**src/rtl/sys_bridge_n.sv**
```systemverilog
// CPU-to-peripheral bridge: word-address decode, read-data mux and a small
// interrupt controller with per-line level/edge mode, mask and pending state.
module sys_bridge_n #(
  parameter int          N_DEV      = 4,
  parameter logic [31:0] DEV_BASE   = 32'h0000_7f00,
  parameter logic [31:0] DEV_STRIDE = 32'h0000_0010,
  parameter logic [31:0] DEV_SPAN   = 32'h0000_000c,
  parameter logic [31:0] IC_BASE    = 32'h0000_7f80,
  parameter int          N_IRQ      = 4,
  parameter int          HWINT_W    = 6
) (
  input  logic                 clk,
  input  logic                 reset,
  input  logic [31:0]          pr_a,
  input  logic                 pr_we,
  input  logic [31:0]          pr_wd,
  output logic [31:0]          pr_rd,
  output logic                 addr_err,
  output logic [31:0]          dev_addr,
  output logic [31:0]          dev_wd,
  output logic [N_DEV-1:0]     dev_we,
  input  logic [32*N_DEV-1:0]  dev_rd,
  input  logic [N_IRQ-1:0]     irq,
  input  logic                 ext_int,
  output logic [HWINT_W-1:0]   hwint
);

  logic [31:0]      ra_s;
  logic [31:0]      ic_off_s;
  logic [N_DEV-1:0] sel_s;
  logic             sel_ic_s;
  logic             wr_mask_s;
  logic             wr_pend_s;
  logic             wr_mode_s;

  logic [N_IRQ-1:0] mask_q, mask_d;
  logic [N_IRQ-1:0] mode_q, mode_d;
  logic [N_IRQ-1:0] pend_q, pend_d;
  logic [N_IRQ-1:0] irq_q;

  assign ra_s     = {pr_a[31:2], 2'b00};
  assign ic_off_s = ra_s - IC_BASE;
  assign dev_addr = pr_a;
  assign dev_wd   = pr_wd;

  // Window decode; windows are disjoint so at most one select is active.
  always_comb begin
    for (int i = 0; i < N_DEV; i++) begin
      sel_s[i] = (ra_s >= DEV_BASE + 32'(i) * DEV_STRIDE) &&
                 (ra_s <= DEV_BASE + 32'(i) * DEV_STRIDE + DEV_SPAN - 32'd1);
    end
    sel_ic_s = (ra_s >= IC_BASE) && (ra_s <= IC_BASE + 32'd8);
  end

  assign dev_we    = sel_s & {N_DEV{pr_we}};
  assign addr_err  = pr_we & ~(|sel_s) & ~sel_ic_s;
  assign wr_mask_s = pr_we & sel_ic_s & (ic_off_s == 32'd0);
  assign wr_pend_s = pr_we & sel_ic_s & (ic_off_s == 32'd4);
  assign wr_mode_s = pr_we & sel_ic_s & (ic_off_s == 32'd8);

  // Read mux: selected device slice, else IC register, else zero.
  always_comb begin
    pr_rd = 32'd0;
    if (|sel_s) begin
      for (int i = 0; i < N_DEV; i++) begin
        if (sel_s[i]) begin
          pr_rd = dev_rd[32*i +: 32];
        end else begin
          pr_rd = pr_rd;
        end
      end
    end else if (sel_ic_s) begin
      case (ic_off_s)
        32'd0:   pr_rd[N_IRQ-1:0] = mask_q;
        32'd4:   pr_rd[N_IRQ-1:0] = pend_q;
        32'd8:   pr_rd[N_IRQ-1:0] = mode_q;
        default: pr_rd = 32'd0;
      endcase
    end else begin
      pr_rd = 32'd0;
    end
  end

  // Next-state: edge lines hold until W1C, with a new edge beating the clear.
  always_comb begin
    mask_d = wr_mask_s ? pr_wd[N_IRQ-1:0] : mask_q;
    mode_d = wr_mode_s ? pr_wd[N_IRQ-1:0] : mode_q;
    pend_d = pend_q;
    for (int i = 0; i < N_IRQ; i++) begin
      if (mode_q[i]) begin
        pend_d[i] = (pend_q[i] & ~(wr_pend_s & pr_wd[i])) | (irq[i] & ~irq_q[i]);
      end else begin
        pend_d[i] = irq[i];
      end
    end
  end

  // IC state registers with synchronous active-low reset.
  always_ff @(posedge clk) begin
    if (!reset) begin
      mask_q <= '0;
      mode_q <= '0;
      pend_q <= '0;
      irq_q  <= '0;
    end else begin
      mask_q <= mask_d;
      mode_q <= mode_d;
      pend_q <= pend_d;
      irq_q  <= irq;
    end
  end

  // Interrupt vector: masked pending lines plus raw external line.
  always_comb begin
    hwint             = '0;
    hwint[N_IRQ-1:0]  = pend_q & mask_q;
    hwint[N_IRQ]      = ext_int;
  end

endmodule
```
**config.mk**
```make
export PLATFORM = sky130hd
export DESIGN_NAME = sys_bridge_n
export DESIGN_NICKNAME = d
export VERILOG_FILES = /design/src/rtl/sys_bridge_n.sv
export SDC_FILE = /design/constraint.sdc
export NUM_CORES = 1
export LEC_CHECK = 0
export CORE_AREA = 3 3 117 119
export CTS_CLUSTER_DIAMETER = 150
export CTS_CLUSTER_SIZE = 8
export DETAILED_ROUTE_END_ITERATION = 12
export DIE_AREA = 0 0 120 122
export GPL_TIMING_DRIVEN = 1
export PLACE_DENSITY = 0.71
export SYNTH_ARGS = -nofsm -noshare
export SYNTH_HDL_FRONTEND = slang
export SYNTH_SLANG_ARGS = --single-unit
```
**constraint.sdc**
```tcl
create_clock -name clk -period 7 [get_ports clk]
set_clock_uncertainty 0.05 [all_clocks]
set_input_delay 0.7 -clock clk [delete_from_list [all_inputs] [get_ports clk]]
set_output_delay 0.7 -clock clk [all_outputs]
set_load 0.01 [all_outputs]
```
Word level (Yosys, flattened, before mapping) --
Cells that the tools add are included.
Operators by class: add/subtract/negate cells 1, multipliers 0, divide/modulo/power cells 0, order comparisons 10, eq/ne operators 2, shift operators 0, mux-type cells 11, bitwise operators 34, reductions and logical operators 7
Operators by type and width (number):
- $ge A32 B15 Y1 const B | 5
- $le A32 B15 Y1 const B | 5
- $mux W32 | 5
- $eq A32 B3 Y1 const B | 1
- $eq A32 B4 Y1 const B | 1
- $logic_not A32 Y1 | 1
- $sub A32 B15 Y32 const B | 1
- $and A1 B1 Y1 | 18
- $pmux W4 S3 | 1
- $not A1 Y1 | 10
- $and A4 B4 Y4 | 2
- $logic_and A1 B1 Y1 | 5
- $mux W1 | 4
- $mux W4 | 1
- $or A1 B1 Y1 | 4
- $reduce_or A4 Y1 | 1
Storage, ports and cells: register bits 16, latch bits 0, RAM bits 0, memory bits (read-only) 0, input bits 200, output and inout bits 107, logic and storage cells 69, memories 0

Logic depth before layout (Yosys ltp) --
depth after elaboration 9, gate-level depth with buffers 10, depth with buffers taken out 9

Least setup slack after synthesis --
Ideal clock, no wire load.
path kind in2out, start point input pr_a[15], end point output pr_rd[0], arrival time 2.559 ns, path slack 3.691 ns, stages 8, cell sequence buf_2 > or4_4 > a2111oi_4 > xnor2_1 > nor3_1 > nand4_1 > nor4b_2 > o2bb2ai_1
Between the ends: cells in the longest elaborated chain, start to end 7
Ends and longest elaborated chain:
- start: declaration | RTL line 14 | input logic [31:0] pr_a,
- parallel branches: the longest is 6 deep, another holds $sub A32 B15 Y32
- $mux W32 (*) | RTL line 64 | if (|sel_s) begin
- end: declaration | RTL line 17 | output logic [31:0] pr_rd,
Mark *: on every way between the ends.

Worst setup path in the final report --
Same ends and word-level chain as after synthesis.

==> metrics <==
startpoint types primary input; Top Ports 307; Routability Congestion 0.9280; Hold Path Depth 2; post-synth top area share 16.60%; Longest Clk Path Bufs 2; H-tree levels 1; initial antenna violation count 0; row count 41; Root Driver clkbuf_16; DR DRC count 0; unique cell type count in the Yosys netlist 50; Synth area leader buf_4; first-pass GRT wire length 21.74 mm; Crit Path Category in -> out; min Tclk post-route 5.469 ns; Final setup viols 0; sequential-to-total area share from yosys stat 10.73%; FF-to-FF setup slack 6.26 ns; CTS Hold Bufs 0; Routed WL per cell 17.86 um; largest net degree at the start of global routing 40; drt first pass iters 5; Mapped Cells 489; # port buffers 243; die width 120 um; First DRT Iteration DRCs 324; die height 122 um; Mapped Nets 691; yosys warns 0; fin area 0.005145 sq mm; CP endpoint kind primary output; RSZ-0062 raised after global routing false; Least-Margin Pin Slew 1.275 ns; setup TNS 0 ns; antenna cells 0; mean post-synth cell area 6.105 sq um; Multi-input gate area 0.002032 sq mm; Post-synth EDFFs 0; vias in the first global route 3710; Routed WL 14.56 mm; synthesized flop and latch total 16; CTS tree done; FFs w/ async S/R, synth 0%; vias 4027; period utilization 78.13%; VDD IR-drop max 89.44 uV; critical-path maximum fanout 33; area of the mapped netlist 0.002985 sq mm; P_leak 1.626 nW; power per cell area 77.57 mW/mm^2; Fillers 1316; final slew viol count 0; Worst-path clk slew 0.05 ns; post-cts resize count 0; Max Cap Violations 0; GRT overflow 0; GRT Util Overall 18.40%; Synth Flop Type dfxtp_1; post-DP HPWL 11.52 mm; Slew HR 14.77%; Initial Utilization 23.56%; f_max 182.9 MHz; min-delay worst type reg -> reg; post-place instance area 0.005056 sq mm; FF/Latch Area 320.3 sq um; FF-to-FF path depth 2; top-count cell post-synth o21ai_0; clk_lat worst skew 0.25 ns; final hold viol count 0; Area growth syn-to-layout 72.34%; CORE AREA 0.01267 sq mm; Clock Sinks 16; worst path required time 6.25 ns; Setup Buffers After CTS 0; Worst Path Arrival 4.72 ns; die footprint 0.01464 sq mm; layout cells sized above 1 2.955%; remaining antenna violation count 0; status finished clean; top cells by count, synth o21ai_0 (74), a21oi_1 (69), buf_4 (66), nand2_1 (65), nor2_1 (48); number of CTS-inserted buffers 3; Nets 846; vias per cell 4.941; Synth area leaders buf_4 (17%), o21ai_0 (12%), a21oi_1 (12%)
-- worst paths after layout --
kind              startpoint         to
setup / recovery    pr_a[15]   pr_rd[0]
hold / removal     mask_q[0]  mask_q[0]
setup reg to reg   mode_q[1]  pend_q[1]
hold reg to reg    mask_q[0]  mask_q[0]
-- through the flow --
stage	std cells	util [%]	power (mW)	setup WS (ns)	hold slack, ns
global placement	811	39.90	0.2773	1.691	0.4096
floorplan	489	-	0.1762	3.691	0.3925
CTS	815	40.60	0.4025	1.545	0.4261
global route	815	40.60	0.4215	1.084	0.4550
finish	815	40.60	0.3991	1.531	0.4240
detailed placement	811	39.90	0.2766	1.574	0.4123
-- critical path: stages --
cell and delay (ns):
clkdlybuf4s50_1 0.63, nor4_1 0.56, nand4_1 0.23, nor2b_1 0.26, and4_1 0.25, nand3_1 0.89
o21ai_0 0.55, o2bb2ai_1 0.14, clkdlybuf4s50_1 0.50
-- area by class of cell --
class | instances | area share, %
repair buffers | 248 | 48.01
clock buffers | 4 | 1.727
well taps | 172 | 4.183
flip-flops and latches | 16 | 6.226
multi-input cells | 370 | 39.49
inverters | 5 | 0.3648
-- placed cells by master, fill, tap and decap left out, drive strengths merged, types with 3 or more instances in the layout --
cell type / synthesis / routed
xnor2: 3 / 3
dfxtp: 16 / 16
nor2b: 5 / 5
buf: 67 / 5
a211oi: 3 / 3
nor4: 5 / 5
o2bb2ai: 4 / 4
clkbuf: 31 / 4
a21oi: 69 / 69
and2: 10 / 10
nand3: 16 / 16
mux2i: 12 / 12
nand2: 65 / 65
nor2: 49 / 49
clkdlybuf4s50: 0 / 243
and4: 5 / 5
nand4: 7 / 7
o21ai: 78 / 78
nor3: 6 / 6
inv: 5 / 5
or4: 3 / 3
-- sequential cells by signal (all words and copies together) (netlist names) --
signal,cells
irq_q,4
mask_q,4
mode_q,4
pend_q,4
-- power by group --
part           internal (mW)  leakage (nW)  switching (mW)
Sequential            0.0937         0.131         0.00112
Combinational          0.115          1.45          0.0662
Clock                 0.0868        0.0442          0.0363
-- per-layer routing --
layer	vias to the layer above	track usage, %	wire length, um
li1	1968	-	-
met1	1799	25.08	6233
met2	251	29.43	6650
met3	9	5.385	1575
met4	0	2.720	99
met5	-	0	0
-- logic make-up (layout without fill, tap and decap cells) --
family / after synthesis / in the layout / share of synthesized area, %
AOI/OAI and AO/OA: 165 / 165 / 30.39
xor gates and xnor gates: 3 / 3 / 0.8803
adders and majority gates: 3 / 3 / 1.173
buffers and inverters: 103 / 257 / 21.29
DFF: 16 / 16 / 10.73
muxes: 13 / 13 / 4.401
other: 1 / 1 / 0.1256
and+or+nand+nor: 185 / 185 / 31.01
Note: power is estimated with default switching activity, not from simulation.
==> RTL change: new RTL, config.mk and constraints unchanged <==
Reset style: asynchronous (`reset`), changed in one clocked block. Comments in the files are not updated.
--- a/src/rtl/sys_bridge_n.sv
+++ b/src/rtl/sys_bridge_n.sv
@@ -96,7 +96,7 @@
   end
 
   // IC state registers with synchronous active-low reset.
-  always_ff @(posedge clk) begin
+  always_ff @(posedge clk or negedge reset) begin
     if (!reset) begin
       mask_q <= '0;
       mode_q <= '0;
Behaviour: differs if reset is asserted again (counterexample within 4 cycles, from zero or initial values and one cycle with reset low); with reset held inactive, the same outputs for 10 cycles.
==> RTL change against the original RTL <==
Die area did not move; wire length barely moved; synthesized area fell by 3.6%; sequential share of layout area rose by 1.7 points; worst setup slack improved by 0.059 ns; power rose by 3.1%; sequential cell count did not move; cell area fell by 1.7%; hold slack improved by 0.036 ns; via count fell by 3.2%; critical path type unchanged; critical endpoint is now pr_rd[29].
==> RTL change: results (changes against the original RTL) <==
| Metric | Value |
|---|---|
| Most used DFF post-synth | dfrtp_1 (was dfxtp_1) |
| Run status | finished clean (unchanged) |
| Met1 usage | 22.4% (was 25.1%) |
| Ratio of cells with drive above 1 in the final layout | 3.31% (was 2.95%) |
| Gr usage total | 18.2% (was 18.4%) |
| Asr flop ratio synth | 100% (was 0%) |
| Grt met3 use | 4.27% (was 5.39%) |
| GR Util met2 | 31.6% (was 29.4%) |
| Global placer's final weighted congestion | 0.916 (was 0.928) |
| Synth top area cells | buf_4 17%, dfrtp_1 14%, nand2_1 10% (was buf_4 17%, o21ai_0 12%, a21oi_1 12%) |
| First-pass GRT wire length | 21.5 mm (was 21.7 mm) |
| Share of the yosys chip area belonging to registers | 13.9% (was 10.7%) |
| Worst-Margin Slew | 1.11 ns (was 1.27 ns) |
| DP Area | 4970 um2 (was 5060 um2) |
| CP max stage delay | 0.83 ns (was 0.89 ns) |
| CP arrival | 4.66 ns (was 4.72 ns) |
| Via count | 3900 (was 4027) |
| DP Cell Count | 773 (was 811) |
| VDD IR-drop max | 0.109 mV (was 0.0894 mV) |
| Clock Power Share | 30.3% (was 30.9%) |
| Routed length on met1 | 5.61 mm (was 6.23 mm) |
| Wire length per cell | 18.7 um (was 17.9 um) |
| Met3 WL | 1.42 mm (was 1.58 mm) |
| Slowest stage cell, crit path | a21oi_4 (was nand3_1) |
| Post-synth top cells | 78 x nand2_1, 66 x buf_4, 51 x nor2_1 (was 74 x o21ai_0, 69 x a21oi_1, 66 x buf_4) |
| Setup WS pre-CTS | 1.64 ns (was 1.57 ns) |
| Post-synthesis mux area share | 5.22% (was 4.40%) |
| Post-synthesis adder-cell area fraction | 0.869% (was 1.17%) |
| Leak pwr | 1.87 nW (was 1.63 nW) |
| Seq pwr share | 23.4% (was 23.8%) |
| Synth cell types | 45 (was 50) |
| WL met2 | 7.20 mm (was 6.65 mm) |
| Post-Syn Instances | 447 (was 489) |
| Final Net Count | 808 (was 846) |
| HPWL after detailed placement | 11.5 mm (about the same) |
| Switching power | 0.112 mW (was 0.104 mW) |
## RTL change: cell type report
type,count,area [um2]
fill,1314,7610
timing repair buffer,248,2470
multi-input combinational,334,1870
sequential,16,400
tap,172,215
clock buffer,4,88.8
inverter,3,11.3
## RTL change: kinds of logic (layout without fill, tap and decap cells)
kind of cell	count (synthesis)	after routing
buffers and inverters	97	255
adders and majority gates	2	2
other	1	1
DFF	16	16
xor gates and xnor gates	4	4
AOI/OAI and AO/OA	102	102
muxes	14	14
and+or+nand+nor	211	211
## RTL change: path summary, 6_finish.rpt
path | from | to | slack, ns | cells past startpoint
worst max-delay path | pr_a[15] | pr_rd[29] | 1.59 | 9
worst min-delay path | mask_q[2] | mask_q[2] | 0.46 | 1
worst max register to register | mode_q[3] | pend_q[3] | 6.10 | 3
worst min register to register | mask_q[2] | mask_q[2] | 0.46 | 1
max in group asynchronous | reset | mask_q[1] | 5.59 | 1
min in group asynchronous | reset | mode_q[0] | 0.84 | 1
